### config.mk
export PLATFORM = sky130hd
export DESIGN_NAME = fifo2wb_master
export DESIGN_NICKNAME = d
export VERILOG_FILES = /design/src/rtl/fifo2wb_master_pkg.sv /design/src/rtl/fifo2wb_master_buf_idx_ctr.sv /design/src/rtl/fifo2wb_master.sv
export SDC_FILE = /design/constraint.sdc
export NUM_CORES = 1
export LEC_CHECK = 0
export BUFFER_PORTS_ARGS = -buffer_cell sky130_fd_sc_hd__buf_2
export CAP_MARGIN = 40
export CORE_MARGIN = 2
export CORE_UTILIZATION = 45
export CTS_CLUSTER_SIZE = 8
export DETAILED_ROUTE_END_ITERATION = 7
export PLACE_DENSITY = 0.75
export SLEW_MARGIN = 10
export SYNTH_ARGS = -nofsm -noshare
export SYNTH_HDL_FRONTEND = slang
export SYNTH_SLANG_ARGS = --single-unit
### constraint.sdc
create_clock -name wb_clk_i -period 2.7 [get_ports wb_clk_i]
set_input_delay 0.135 -clock wb_clk_i [delete_from_list [all_inputs] [get_ports wb_clk_i]]
set_output_delay 0.135 -clock wb_clk_i [all_outputs]
set_load 0.05 [all_outputs]
### src/rtl/fifo2wb_master_pkg.sv
// rtl/fifo2wb_master_pkg.sv - shared state encoding and Wishbone cycle constants
package fifo2wb_master_pkg;

  typedef enum logic [2:0] {
    ST_IDLE  = 3'd0,
    ST_POP   = 3'd1,
    ST_LATCH = 3'd2,
    ST_WRITE = 3'd3,
    ST_RETRY = 3'd4,
    ST_ERROR = 3'd5
  } state_t;

  localparam logic [2:0] CTI_CLASSIC = 3'b000;
  localparam logic [1:0] BTE_LINEAR  = 2'b00;

  // Byte address of a buffer word: one 32-bit word per index.
  function automatic logic [31:0] word_addr(input logic [31:0] base, input logic [31:0] idx);
    return base + (idx << 2);
  endfunction

endpackage

### src/rtl/fifo2wb_master_buf_idx_ctr.sv
// rtl/fifo2wb_master_buf_idx_ctr.sv - modulo buffer word index with half/wrap pulses
module fifo2wb_master_buf_idx_ctr #(
  parameter int BUF_WORDS = 1024
) (
  input  logic                         clk,
  input  logic                         rst_n,
  input  logic                         clear,
  input  logic                         inc,
  output logic [$clog2(BUF_WORDS)-1:0] idx,
  output logic                         half,
  output logic                         wrap
);

  localparam int IW = $clog2(BUF_WORDS);
  localparam logic [IW-1:0] HALF_IDX = IW'(BUF_WORDS / 2 - 1);
  localparam logic [IW-1:0] LAST_IDX = IW'(BUF_WORDS - 1);

  // Pulses follow the index that was just acknowledged, even when the
  // same acknowledge also restarts the index at zero.
  always_ff @(posedge clk or negedge rst_n) begin
    if (!rst_n) begin
      idx  <= '0;
      half <= 1'b0;
      wrap <= 1'b0;
    end else begin
      half <= inc && (idx == HALF_IDX);
      wrap <= inc && (idx == LAST_IDX);
      if (clear) begin
        idx <= '0;
      end else if (inc) begin
        idx <= idx + IW'(1);
      end
    end
  end

endmodule

### src/rtl/fifo2wb_master.sv
// rtl/fifo2wb_master.sv - drains the sample FIFO into a circular buffer via Wishbone writes
module fifo2wb_master
  import fifo2wb_master_pkg::*;
#(
  parameter int          FT_DATA_WIDTH = 32,
  parameter logic [31:0] BASE_ADDR     = 32'h0000_0000,
  parameter int          BUF_WORDS     = 1024
) (
  input  logic                         wb_clk_i,
  input  logic                         wb_rst_i,
  input  logic                         enable_i,
  input  logic                         clear_i,
  input  logic [FT_DATA_WIDTH-1:0]     fifo_data_i,
  input  logic                         fifo_empty_i,
  output logic                         fifo_rd_o,
  output logic [31:0]                  wbm_adr_o,
  output logic [31:0]                  wbm_dat_o,
  output logic                         wbm_we_o,
  output logic                         wbm_cyc_o,
  output logic                         wbm_stb_o,
  output logic [3:0]                   wbm_sel_o,
  output logic [2:0]                   wbm_cti_o,
  output logic [1:0]                   wbm_bte_o,
  input  logic                         wbm_ack_i,
  input  logic                         wbm_err_i,
  input  logic                         wbm_rty_i,
  output logic [$clog2(BUF_WORDS)-1:0] idx_o,
  output logic                         half_o,
  output logic                         wrap_o,
  output logic                         err_o
);

  state_t state;
  state_t state_nxt;
  logic   clear_pend;
  logic   ack_done;
  logic   err_done;
  logic   ctr_clear;

  assign wbm_sel_o = 4'hF;
  assign wbm_cti_o = CTI_CLASSIC;
  assign wbm_bte_o = BTE_LINEAR;

  // err wins over ack, ack wins over rty
  assign err_done  = (state == ST_WRITE) && wbm_err_i;
  assign ack_done  = (state == ST_WRITE) && !wbm_err_i && wbm_ack_i;
  assign ctr_clear = (clear_i && ((state == ST_IDLE) || (state == ST_ERROR)))
                   || (ack_done && (clear_pend || clear_i));

  // State register
  always_ff @(posedge wb_clk_i or negedge wb_rst_i) begin
    if (!wb_rst_i) begin
      state <= ST_IDLE;
    end else begin
      state <= state_nxt;
    end
  end

  // Next-state selection
  always_comb begin
    state_nxt = state;
    case (state)
      ST_IDLE:  if (enable_i && !fifo_empty_i && !err_o) state_nxt = ST_POP;
      ST_POP:   state_nxt = ST_LATCH;
      ST_LATCH: state_nxt = ST_WRITE;
      ST_WRITE: begin
        if (wbm_err_i)      state_nxt = ST_ERROR;
        else if (wbm_ack_i) state_nxt = ST_IDLE;
        else if (wbm_rty_i) state_nxt = ST_RETRY;
      end
      ST_RETRY: state_nxt = ST_WRITE;
      ST_ERROR: if (clear_i) state_nxt = ST_IDLE;
      default:  state_nxt = ST_IDLE;
    endcase
  end

  // Bus and pop strobes come straight from flops loaded with the next state
  always_ff @(posedge wb_clk_i or negedge wb_rst_i) begin
    if (!wb_rst_i) begin
      fifo_rd_o <= 1'b0;
      wbm_cyc_o <= 1'b0;
      wbm_stb_o <= 1'b0;
      wbm_we_o  <= 1'b0;
    end else begin
      fifo_rd_o <= (state_nxt == ST_POP);
      wbm_cyc_o <= (state_nxt == ST_WRITE);
      wbm_stb_o <= (state_nxt == ST_WRITE);
      wbm_we_o  <= (state_nxt == ST_WRITE);
    end
  end

  // Address and data captured once per word, held through waits and retries
  always_ff @(posedge wb_clk_i or negedge wb_rst_i) begin
    if (!wb_rst_i) begin
      wbm_adr_o <= '0;
      wbm_dat_o <= '0;
    end else if (state == ST_LATCH) begin
      wbm_adr_o <= word_addr(BASE_ADDR, 32'(idx_o));
      wbm_dat_o <= fifo_data_i;
    end
  end

  // A clear that lands mid-word is remembered until that word finishes
  always_ff @(posedge wb_clk_i or negedge wb_rst_i) begin
    if (!wb_rst_i) begin
      clear_pend <= 1'b0;
    end else if ((state == ST_IDLE) || (state == ST_ERROR) || ack_done || err_done) begin
      clear_pend <= 1'b0;
    end else if (clear_i) begin
      clear_pend <= 1'b1;
    end
  end

  // Sticky bus-error flag
  always_ff @(posedge wb_clk_i or negedge wb_rst_i) begin
    if (!wb_rst_i) begin
      err_o <= 1'b0;
    end else if (err_done) begin
      err_o <= 1'b1;
    end else if (clear_i) begin
      err_o <= 1'b0;
    end
  end

  fifo2wb_master_buf_idx_ctr #(
    .BUF_WORDS (BUF_WORDS)
  ) u_idx_ctr (
    .clk   (wb_clk_i),
    .rst_n (wb_rst_i),
    .clear (ctr_clear),
    .inc   (ack_done),
    .idx   (idx_o),
    .half  (half_o),
    .wrap  (wrap_o)
  );

endmodule

==> impl_metrics.sql, run 1 <==
INSERT INTO impl_metrics (metric_group, metric, value, unit) VALUES
('status', 'run_status', 'finished, final reports clean', ''),
('clocking', 'ctsLongestPathBuffers', '2', ''),
('power', 'power', '4.54', 'mW'),
('power', 'max-vdd-ir-drop', '0.000878', 'V'),
('sta', 'max_clock_freq', '523', 'MHz'),
('setup_path', 'cp_data_arrival_time', '2.13', 'ns'),
('placed_design', 'hpwlAfterDp', '3980', 'um'),
('global_route', 'grt_antenna_before_repair', '0', ''),
('synthesis', 'synthDominantAreaCellType', 'sky130_fd_sc_hd__dfrtp_1', ''),
('synthesis', 'muxShareOfSynthArea', '16.9', '%'),
('route', 'route.detailed.wl_per_inst', '13.1', 'um'),
('route', 'first_pass_iters', '4', ''),
('sta', 'max_slew_margin', '62.0', '%'),
('setup_path', 'crit_path_start_kind', 'flop', ''),
('global_route', 'largest_net_degree_at_the_start_of_global_routing', '43', ''),
('power', 'power-per-cell-area', '1330', 'mW/mm^2'),
('global_route', 'grt_pass1_vias', '1775', ''),
('route', 'drt_iter0_drc', '62', ''),
('die', 'fp-row-count', '28', ''),
('setup_path', 'timing.critical_path.required', '2.91', 'ns'),
('synthesis', 'synth_warnings', '0', ''),
('synthesis', 'synthDominantCellAreaShare', '54.7', '%'),
('route', 'drtAntennaViolNets', '0', ''),
('synthesis', 'ys_ff_latch', '61', ''),
('synthesis', 'ys_seq_area_share', '54.7', '%'),
('sta', 'timing.clock.skew', '0.00629', 'ns'),
('setup_path', 'worstPathMaxFanout', '27', ''),
('synthesis', 'synth_common_cells', 'sky130_fd_sc_hd__dfrtp_1 (61), sky130_fd_sc_hd__mux2_2 (42), sky130_fd_sc_hd__buf_4 (37)', ''),
('synthesis', 'post_synth_and_or_nand_nor_area_fraction', '9.18', '%'),
('final_layout', 'synthToLayoutAreaGrowth', '22.2', '%'),
('clocking', 'post_cts.resized_instances', '0', ''),
('global_route', 'grt_pass1_wl', '8160', 'um'),
('clocking', 'tritoncts.num_buffers', '9', ''),
('sta', 'unrepaired_setup_endpoints_after_global_routing', 'false', ''),
('sta', 'number_of_failing_hold_endpoints_at_the_final_stage', '0', ''),
('setup_path', 'cp-end-kind', 'flop', ''),
('synthesis', 'synth-main-ff-cell', 'sky130_fd_sc_hd__dfrtp_1', ''),
('synthesis', 'synth.lib_cells_used.distinct', '35', ''),
('die', 'chipWidth', '82.8', 'um'),
('synthesis', 'combinational_family_with_the_most_area_after_synthesis', 'multiplexers', ''),
('global_route', 'groute.usage.overall', '16.0', '%'),
('sta', 'transition_time_of_the_tightest_slew_check_pin', '0.567', 'ns'),
('final_layout', 'num-fill-cells', '507', ''),
('sta', 'post-route-period-util', '70.8', '%'),
('die', 'core_area', '0.00596', 'sq mm'),
('worst_hold_path', 'worst_hold_path_type', 'in2reg', ''),
('sta', 'finalWorstPathRequiredPeriod', '1.91', 'ns'),
('setup_path', 'worstSetupPathType', 'reg2reg', ''),
('global_route', 'grt_overflow', '0', ''),
('placed_design', 'numPortBuffers', '98', ''),
('clocking', 'cts.htree.levels', '3', ''),
('sta', 'total_neg_setup_slack', '0', 'ns'),
('die', 'floorplan.io_pins', '130', ''),
('sta', 'final-setup-viol-count', '0', ''),
('job', 'drv.max_cap_violation_count', '0', ''),
('clocking', 'cts_tree', 'yes', ''),
('synthesis', 'synth_compound_area_share', '6.23', '%'),
('route', 'finalWirelength', '5350', 'um'),
('synthesis', 'async_reset_ff_share', '100', '%'),
('die', 'initial_core_utilization', '46.9', '%'),
('route', 'num_vias', '1982', ''),
('route', 'detail_route.vias_per_cell', '4.86', ''),
('power', 'power.static_leakage', '1.76', 'nW'),
('placed_design', 'routabilityCongestion', '0.827', ''),
('final_layout', 'drive_above_1_share', '47.4', '%'),
('synthesis', 'synth_adder_area_share', '0.448', '%'),
('synthesis', 'synth_xor_area_share', '0.627', '%'),
('synthesis', 'post_synth_instance_area', '0.00279', 'sq mm'),
('final_layout', 'num_antenna_cells', '0', ''),
('clocking', 'cts_root_buf', 'sky130_fd_sc_hd__clkbuf_8', ''),
('synthesis', 'number_of_standard_cells_after_synthesis', '230', '');
[registers in the layout (all words and copies together) (netlist names)]
register and flops:
wbm_dat_o 32, u_idx_ctr.idx 10, wbm_adr_o 10, state 3, clear_pend 1, err_o 1, fifo_rd_o 1, u_idx_ctr.half 1
u_idx_ctr.wrap 1, wbm_stb_o 1
[area by class of cell]
type                    count  area (sq um)  share of cell area [%]
multi-input cells         152          1050                    30.9
well taps                  75          93.8                    2.75
inverters                   3          11.3                   0.330
clock inverters             4          48.8                    1.43
clock buffers              11           141                    4.14
repair buffers            102           536                    15.7
flip-flops and latches     61          1530                    44.7
[logic make-up after synthesis]
group           count (synthesis)
compound gates                 29
fa+ha+maj                       1
flops                          61
simple gates                   47
buf+inv                        46
mux                            42
xor+xnor                        2
other cells                     2
[layer usage]
metal / vias up / wire length, um / global-route usage (%)
li1: 933 / - / -
met2: 94 / 2570 / 25.9
met1: 948 / 2190 / 19.1
met5: - / 0 / 0
met4: 0 / 61 / 6.39
met3: 7 / 521 / 6.39
[through the flow]
step           utilization (%)  cells  hold WS [ns]  instance area, sq um  setup slack (ns)
2_1_floorplan                -    259        -0.161                  2900             0.975
3_3_place_gp              53.9    392         0.105                  3210             0.797
3_5_place_dp              53.9    392         0.108                  3210             0.756
4_1_cts                   57.3    408        0.0200                  3410             0.756
5_1_grt                   57.3    408        0.0114                  3410             0.678
6_report                  57.3    408        0.0312                  3410             0.787
[layout by cell type, fill, tap and decap left out, types with 3 or more instances in the layout]
| cell | instances |
|---|---|
| sky130_fd_sc_hd__buf_2 | 98 |
| sky130_fd_sc_hd__dfrtp_1 | 61 |
| sky130_fd_sc_hd__mux2_2 | 42 |
| sky130_fd_sc_hd__conb_1 | 31 |
| sky130_fd_sc_hd__o21ai_0 | 13 |
| sky130_fd_sc_hd__clkbuf_8 | 10 |
| sky130_fd_sc_hd__nor2_1 | 9 |
| sky130_fd_sc_hd__nand2_1 | 8 |
| sky130_fd_sc_hd__nand3_1 | 6 |
| sky130_fd_sc_hd__a21oi_1 | 5 |
| sky130_fd_sc_hd__nand4_1 | 4 |
| sky130_fd_sc_hd__inv_1 | 3 |
| sky130_fd_sc_hd__and2_1 | 3 |
| sky130_fd_sc_hd__nor3_1 | 3 |
| sky130_fd_sc_hd__o31ai_1 | 3 |
| sky130_fd_sc_hd__and3_1 | 3 |
[power by group]
group	internal, mW	total (mW)	switching, mW
Sequential	1.23	1.42	0.196
Combinational	0.708	2.34	1.63
Clock	0.445	0.775	0.331
[critical path: stages, from the launching register on]
cell,delay [ns]
sky130_fd_sc_hd__dfrtp_1,0.48
sky130_fd_sc_hd__nand2b_1,0.26
sky130_fd_sc_hd__nor2_4,0.44
sky130_fd_sc_hd__buf_12,0.26
sky130_fd_sc_hd__mux2_2,0.35
[final timing paths]
path / start / cells past startpoint / slack, ns / endpoint
worst min register to register: wbm_adr_o[9]$_DFFE_PN0N_ / 1 / 0.50 / wbm_adr_o[9]$_DFFE_PN0N_
worst max register to register: state[2]$_DFF_PN0_ / 4 / 0.79 / wbm_dat_o[10]$_DFFE_PN0N_
worst min-delay path: fifo_data_i[11] / 2 / 0.03 / wbm_dat_o[11]$_DFFE_PN0N_
max in group asynchronous: wb_rst_i / 3 / 1.53 / wbm_dat_o[17]$_DFFE_PN0N_
worst max-delay path: state[2]$_DFF_PN0_ / 4 / 0.79 / wbm_dat_o[10]$_DFFE_PN0N_
min in group asynchronous: wb_rst_i / 2 / 0.29 / wbm_dat_o[24]$_DFFE_PN0N_
No activity file was read; power rests on OpenSTA's default activity.
==> inputs of run 2 (changes only) <==
==> constraint.sdc (replaced) <==
create_clock -name wb_clk_i -period 1.8 [get_ports wb_clk_i]
set_input_delay 0.09 -clock wb_clk_i [delete_from_list [all_inputs] [get_ports wb_clk_i]]
set_output_delay 0.09 -clock wb_clk_i [all_outputs]
set_load 0.05 [all_outputs]
==> run 2 against run 1 <==
Count of clock-buffer cells in the layout is the same. Routed wire length rose by 12%. Sequential power rose by 49%.
==> impl_metrics.sql, run 2 (synthesis gave the netlist of run 1 again) <==
INSERT INTO impl_metrics (metric_group, metric, value, unit) VALUES
('setup_path', 'ordered_list_of_cells_on_the_worst_path', 'and4bb_1 -> and2_1 -> nand2_1 -> o31ai_1', ''),
('global_route', 'grt_pass1_wl', '9230', 'um'),
('global_route', 'groute.usage.overall', '17.9', '%'),
('route', 'num_vias', '2132', ''),
('clocking', 'clock_latency', '0.33', 'ns'),
('placed_design', 'placed_cell_area', '0.00325', 'sq mm'),
('final_layout', 'multi_input_area', '0.00105', 'sq mm'),
('sta', 'max_clock_freq', '616', 'MHz'),
('final_layout', 'drive_above_1_share', '44.2', '%'),
('clocking', 'post_cts.resized_instances', '0', ''),
('clocking', 'ctsLongestPathBuffers', '2', ''),
('setup_path', 'worst_path_max_delay_cell', 'sky130_fd_sc_hd__dfrtp_1', ''),
('sta', 'fin_worst_hold_slack', '0.00982', 'ns'),
('setup_path', 'crit_path_start_kind', 'flop', ''),
('setup_path', 'cp-end-kind', 'flop', ''),
('sta', 'timing.clock.skew', '0.00529', 'ns'),
('power', 'power.static_leakage', '1.94', 'nW'),
('placed_design', 'routabilityCongestion', '0.867', ''),
('sta', 'final-setup-viol-count', '0', ''),
('die', 'floorplan.io_pins', '130', ''),
('sta', 'number_of_failing_hold_endpoints_at_the_final_stage', '0', ''),
('status', 'run_status', 'finished, final reports clean', ''),
('die', 'vertical_die_dimension', '82.8', 'um'),
('placed_design', 'numPortBuffers', '98', ''),
('sta', 'post-route-period-util', '90.2', '%'),
('clocking', 'clock_net_sink_count', '61', ''),
('route', 'drt_iter0_drc', '128', ''),
('clocking', 'cts_tree', 'yes', ''),
('clocking', 'postCtsSetupRepairBufs', '0', ''),
('clocking', 'worst_setup_hold_path_clk_slew', '0.06', 'ns'),
('route', 'detail_route.vias_per_cell', '4.80', ''),
('die', 'floorplan.die_area', '0.00685', 'sq mm'),
('global_route', 'grt_overflow', '0', ''),
('die', 'initial_core_utilization', '46.9', '%'),
('die', 'core_area', '0.00596', 'sq mm'),
('global_route', 'grt_pass1_vias', '2050', ''),
('sta', 'finalWorstPathRequiredPeriod', '1.62', 'ns'),
('placed_design', 'hpwlAfterDp', '4040', 'um'),
('setup_path', 'worstPathMaxFanout', '10', ''),
('route', 'first_pass_iters', '4', ''),
('power', 'power-per-cell-area', '1900', 'mW/mm^2'),
('global_route', 'largest_net_degree_at_the_start_of_global_routing', '42', ''),
('final_layout', 'layout_common_cells', 'sky130_fd_sc_hd__buf_2 (98), sky130_fd_sc_hd__dfrtp_1 (61), sky130_fd_sc_hd__mux2_2 (42), sky130_fd_sc_hd__dlygate4sd3_1 (33), sky130_fd_sc_hd__conb_1 (31)', ''),
('job', 'drv.max_cap_violation_count', '0', ''),
('final_layout', 'synthToLayoutAreaGrowth', '37.2', '%'),
('final_layout', 'largest_registers', 'wbm_dat_o x32, u_idx_ctr.idx x10, wbm_adr_o x10', ''),
('setup_path', 'worstSetupPathType', 'reg2reg', ''),
('worst_hold_path', 'worst_hold_path_type', 'in2reg', ''),
('final_layout', 'largest_register_ffs', '32', ''),
('route', 'finalWirelength', '5990', 'um'),
('route', 'remaining_drc_errors', '0', ''),
('setup_path', 'max_stage_delay', '0.48', 'ns'),
('final_layout', 'num_antenna_cells', '0', ''),
('die', 'chipWidth', '82.8', 'um'),
('final_layout', 'final_design_area_no_fill', '0.00383', 'sq mm'),
('setup_path', 'internal_reg_to_reg_setup_slack', '0.18', 'ns'),
('sta', 'total_neg_setup_slack', '0', 'ns'),
('clocking', 'cts_root_buf', 'sky130_fd_sc_hd__clkbuf_8', ''),
('clocking', 'cts.htree.levels', '3', ''),
('final_layout', 'final_net_count', '406', ''),
('setup_path', 'cp_data_arrival_time', '1.85', 'ns'),
('final_layout', 'final_common_cell', 'sky130_fd_sc_hd__buf_2', ''),
('placed_design', 'preCtsSetupSlack', '0.175', 'ns'),
('final_layout', 'regMostFlops', 'wbm_dat_o', ''),
('sta', 'number_of_pins_exceeding_their_max_slew_limit_in_the_final_report', '0', ''),
('route', 'drtAntennaViolNets', '0', ''),
('clocking', 'tritoncts.num_buffers', '9', ''),
('power', 'max-vdd-ir-drop', '0.00117', 'V'),
('setup_path', 'timing.critical_path.required', '2.03', 'ns'),
('sta', 'unrepaired_setup_endpoints_after_global_routing', 'false', ''),
('final_layout', 'regArea', '0.00153', 'sq mm'),
('route', 'route.detailed.wl_per_inst', '13.5', 'um'),
('global_route', 'grt_antenna_before_repair', '0', ''),
('die', 'fp-row-count', '28', ''),
('clocking', 'hold_buf_cts', '33', ''),
('sta', 'setup_ws', '0.177', 'ns'),
('final_layout', 'num-fill-cells', '466', '');
-- run 2: worst max-delay path: cells and delay by family (launching register included) --
| family | cells | cell delay, ns |
|---|---|---|
| compound gates | 1 | 0.28 |
| simple gates | 3 | 0.77 |
| flops | 1 | 0.48 |
-- run 2: area by class of cell --
class	instances	area share, %
Clock buffer	11	3.95
Clock inverter	4	2.48
Inverter	3	0.294
Multi-Input combinational cell	152	27.5
Sequential cell	61	39.8
Tap cell	75	2.45
Timing Repair Buffer	138	23.4
-- run 2: worst paths after layout --
path / start / endpoint / cells past startpoint
worst max-delay path: state[2]$_DFF_PN0_ / u_idx_ctr.idx[5]$_DFFE_PN0P_ / 4
worst min-delay path: clear_i / err_o$_DFFE_PN0P_ / 2
worst max register to register: state[2]$_DFF_PN0_ / u_idx_ctr.idx[5]$_DFFE_PN0P_ / 4
worst min register to register: wbm_adr_o[8]$_DFFE_PN0N_ / wbm_adr_o[8]$_DFFE_PN0N_ / 1
max in group asynchronous: wb_rst_i / u_idx_ctr.idx[1]$_DFFE_PN0P_ / 3
min in group asynchronous: wb_rst_i / wbm_dat_o[23]$_DFFE_PN0N_ / 2
-- run 2: per-layer routing --
layer	global-route usage, %	part of all wire (%)	wire length, um	up-vias
met2	31.1	50	2990	87
met5	0	0	0	-
met3	4.33	7.6	457	10
met4	8.36	1.5	87	0
li1	-	-	-	1019
met1	20.9	41	2460	1016
-- run 2: power breakdown --
group	internal (mW)	total (mW)	switching [mW]
clock network	0.985	1.49	0.503
logic	1.16	3.68	2.52
registers	1.84	2.12	0.275
-- run 2: through the flow --
| step | total power, mW | util [%] | cells |
|---|---|---|---|
| final | 7.28 | 64.3 | 444 |
| after global routing | 7.68 | 64.3 | 444 |
| after CTS | 7.33 | 64.3 | 444 |
| after detailed placement | 5.79 | 54.6 | 396 |
| after global placement | 5.69 | 54.6 | 396 |
| after floorplan | 5.05 | - | 259 |
==> inputs of run 3 (changes only) <==
--- a/config.mk
+++ b/config.mk
@@ -8,10 +8,11 @@
 export BUFFER_PORTS_ARGS = -buffer_cell sky130_fd_sc_hd__buf_2
 export CAP_MARGIN = 40
 export CORE_MARGIN = 2
-export CORE_UTILIZATION = 45
+export CORE_UTILIZATION = 42
 export CTS_CLUSTER_SIZE = 8
 export DETAILED_ROUTE_END_ITERATION = 7
-export PLACE_DENSITY = 0.75
+export GPL_ROUTABILITY_DRIVEN = 0
+export PLACE_DENSITY = 0.73
 export SLEW_MARGIN = 10
 export SYNTH_ARGS = -nofsm -noshare
 export SYNTH_HDL_FRONTEND = slang
==> constraint.sdc (replaced) <==
create_clock -name wb_clk_i -period 1.4 [get_ports wb_clk_i]
set_input_delay 0.07 -clock wb_clk_i [delete_from_list [all_inputs] [get_ports wb_clk_i]]
set_output_delay 0.07 -clock wb_clk_i [all_outputs]
set_load 0.05 [all_outputs]
==> run 3 against run 2 <==
Maximum frequency is 6.9% higher. Setup slack got worse by 0.30 ns. Power grew 45%. Non-clock buffer count rose by 27. Die area grew 6.8%. Global-route usage up 1.9 points. Highest routed layer unchanged. Register-to-register slack got worse by 0.30 ns. Utilization up 3.7 points. The run now ends with setup timing left. Via count increased by 6.8%. Clock power up 9%. Sequential power rose by 29%. Flip-flop and latch count is the same. Critical path type unchanged.
==> impl_metrics.sql, run 3 (synthesis gave the netlist of run 1 again) <==
INSERT INTO impl_metrics (metric_group, metric, value, unit) VALUES
('global_route', 'groute.usage.overall', '19.8', '%'),
('power', 'power_frac_seq', '25.8', '%'),
('route', 'remaining_drc_errors', '0', ''),
('route', 'num_vias', '2277', ''),
('clocking', 'clock_latency', '0.33', 'ns'),
('final_layout', 'num_antenna_cells', '0', ''),
('clocking', 'cts_root_buf', 'sky130_fd_sc_hd__clkbuf_8', ''),
('setup_path', 'r2r.worst_path.cells', '6', ''),
('clocking', 'cts_tree', 'yes', ''),
('setup_path', 'worstSetupPathType', 'reg2reg', ''),
('die', 'floorplan.io_pins', '130', ''),
('die', 'vertical_die_dimension', '85.5', 'um'),
('sta', 'finalWorstPathRequiredPeriod', '1.52', 'ns'),
('status', 'run_status', 'complete, but fails checks', ''),
('sta', 'fin_worst_hold_slack', '0.0612', 'ns'),
('setup_path', 'internal_reg_to_reg_setup_slack', '-0.12', 'ns'),
('route', 'drt_iter0_drc', '85', ''),
('final_layout', 'num-fill-cells', '450', ''),
('sta', 'post-route-period-util', '108', '%'),
('final_layout', 'final_net_count', '433', ''),
('global_route', 'grt_overflow', '0', ''),
('global_route', 'grt_use_met2', '32.7', '%'),
('route', 'detail_route.vias_per_cell', '4.80', ''),
('final_layout', 'final_design_area_no_fill', '0.00435', 'sq mm'),
('final_layout', 'regMostFlops', 'wbm_dat_o', ''),
('final_layout', 'final_common_cell', 'sky130_fd_sc_hd__buf_2', ''),
('sta', 'number_of_pins_exceeding_their_max_slew_limit_in_the_final_report', '0', ''),
('setup_path', 'cp_data_arrival_time', '1.74', 'ns'),
('global_route', 'groute.layer.met1.usage', '25.7', '%'),
('global_route', 'met3_usage', '5.20', '%'),
('die', 'fp-row-count', '29', ''),
('die', 'chipWidth', '85.5', 'um'),
('placed_design', 'placed_cell_area', '0.00357', 'sq mm'),
('setup_path', 'timing.rr.end', 'wbm_dat_o[2]$_DFFE_PN0N_', ''),
('setup_path', 'worstPathMaxFanout', '7', ''),
('clocking', 'worst_setup_hold_path_clk_slew', '0.07', 'ns'),
('worst_hold_path', 'hold_ep', 'fifo_rd_o$_DFF_PN0_', ''),
('power', 'comb_power_share', '58.9', '%'),
('placed_design', 'preCtsSetupSlack', '-0.145', 'ns'),
('setup_path', 'cp-end-kind', 'flop', ''),
('power', 'power.static_leakage', '2.23', 'nW'),
('final_layout', 'synthToLayoutAreaGrowth', '55.6', '%'),
('clocking', 'clock_net_sink_count', '61', ''),
('job', 'drv.max_cap_violation_count', '0', ''),
('setup_path', 'r2r_start', 'state[2]$_DFF_PN0_', ''),
('sta', 'timing.clock.skew', '0.00719', 'ns'),
('die', 'initial_core_utilization', '43.7', '%'),
('clocking', 'ctsLongestPathBuffers', '2', ''),
('final_layout', 'largest_register_ffs', '32', ''),
('die', 'floorplan.die_area', '0.00732', 'sq mm'),
('power', 'power.share.clock', '15.3', '%'),
('power', 'max-vdd-ir-drop', '0.00208', 'V'),
('route', 'route.detailed.wl_per_inst', '14.9', 'um'),
('power', 'cellInternalPower', '5.89', 'mW'),
('final_layout', 'drive_above_1_share', '52.6', '%'),
('die', 'core_area', '0.00639', 'sq mm'),
('global_route', 'grt_antenna_before_repair', '0', ''),
('power', 'power.switching', '4.70', 'mW'),
('sta', 'unrepaired_setup_endpoints_after_global_routing', 'true', ''),
('placed_design', 'numPortBuffers', '98', ''),
('power', 'swShare', '44.4', '%'),
('sta', 'number_of_failing_hold_endpoints_at_the_final_stage', '0', ''),
('global_route', 'grt_pass1_wl', '11200', 'um'),
('worst_hold_path', 'timing.hold.worst_path_depth', '2', ''),
('worst_hold_path', 'hp-start', 'enable_i', ''),
('route', 'drtAntennaViolNets', '0', ''),
('global_route', 'top_usage_layer', 'met2', ''),
('route', 'finalWirelength', '7080', 'um'),
('clocking', 'tritoncts.num_buffers', '9', ''),
('final_layout', 'layout_common_cells', 'sky130_fd_sc_hd__buf_2 (98), sky130_fd_sc_hd__dfrtp_1 (54), sky130_fd_sc_hd__mux2_4 (42), sky130_fd_sc_hd__dlygate4sd3_1 (34), sky130_fd_sc_hd__conb_1 (31)', ''),
('clocking', 'cts.htree.levels', '3', ''),
('status', 'violations', 'setup timing', ''),
('final_layout', 'largest_registers', 'wbm_dat_o x32, u_idx_ctr.idx x10, wbm_adr_o x10', ''),
('route', 'first_pass_iters', '4', ''),
('sta', 'setup_ws', '-0.119', 'ns'),
('global_route', 'grt_pass1_vias', '2219', ''),
('global_route', 'largest_net_degree_at_the_start_of_global_routing', '46', ''),
('sta', 'max_clock_freq', '658', 'MHz'),
('setup_path', 'crit_path_start_kind', 'flop', ''),
('worst_hold_path', 'worst_hold_path_type', 'in2reg', ''),
('setup_path', 'timing.critical_path.required', '1.62', 'ns'),
('power', 'power-per-cell-area', '2440', 'mW/mm^2'),
('sta', 'final-setup-viol-count', '43', ''),
('placed_design', 'hpwlAfterDp', '4380', 'um');
[run 3: changes by cell type in the layout (fill, tap and decap cells not counted), sizes merged]
cell,change
buf,+24
clkinvlp,+1
clkbuf,+4
bufinv,-2
dlygate4sd3,+1
[run 3: critical path: stages, from the launching register on]
cell and delay [ns]:
sky130_fd_sc_hd__dfrtp_1 0.41, sky130_fd_sc_hd__buf_6 0.13, sky130_fd_sc_hd__nand2b_4 0.14, sky130_fd_sc_hd__nor2_4 0.10, sky130_fd_sc_hd__buf_12 0.17, sky130_fd_sc_hd__clkbuf_16 0.17, sky130_fd_sc_hd__mux2_4 0.29
[run 3: final cells by class]
cell class              instances  area, sq um  area share, %
clock buffers                  13          169           3.89
clock inverters                 3         42.5          0.979
inverters                       3         11.3          0.259
multi-input cells             152         1280           29.4
flip-flops and latches         61         1540           35.3
well taps                      77         96.3           2.22
repair buffers                165         1210           28.0
[run 3: layer usage]
metal	vias up	wire, um
met5	-	0
met4	0	85
met3	10	454
met2	90	3480
met1	1111	3060
li1	1066	-
[run 3: worst max path at each step]
stage,cells past startpoint,start,end
floorplan,5,u_idx_ctr.idx[2]$_DFFE_PN0P_,u_idx_ctr.idx[9]$_DFFE_PN0P_
global placement,5,state[2]$_DFF_PN0_,u_idx_ctr.idx[4]$_DFFE_PN0P_
detailed placement,5,state[2]$_DFF_PN0_,wbm_adr_o[8]$_DFFE_PN0N_
CTS,6,state[2]$_DFF_PN0_,wbm_adr_o[3]$_DFFE_PN0N_
global route,6,state[2]$_DFF_PN0_,wbm_dat_o[2]$_DFFE_PN0N_
finish,6,state[2]$_DFF_PN0_,wbm_dat_o[2]$_DFFE_PN0N_
[run 3: timing repair]
action	in CTS	in global routing
gates cloned	2	2
setup buffers	2	1
pin swaps	5	2
hold endpoints to repair	94	0
gates resized for setup	15	18
hold buffers	34	0
setup endpoints to repair	48	54
[run 3: power groups by stage]
| stage | clock network [mW] | logic, mW | registers (mW) |
|---|---|---|---|
| final | 1.62 | 6.23 | 2.73 |
| after global routing | 1.75 | 6.52 | 2.80 |
| after CTS | 1.65 | 5.97 | 2.71 |
| after detailed placement | 0 | 5.47 | 2.74 |
| after global placement | 0 | 5.41 | 2.70 |
| after floorplan | 0 | 2.54 | 4.60 |
[run 3: metrics by stage]
stage	util (%)	setup TNS, ns	instances	total power, mW
3_3_place_gp	55.9	-3.63	418	8.11
2_1_floorplan	-	-2.37	259	7.14
3_5_place_dp	55.9	-4.71	418	8.21
4_1_cts	66.4	-3.38	471	10.3
5_1_grt	68.1	-5.96	474	11.1
6_report	68.1	-4.24	474	10.6
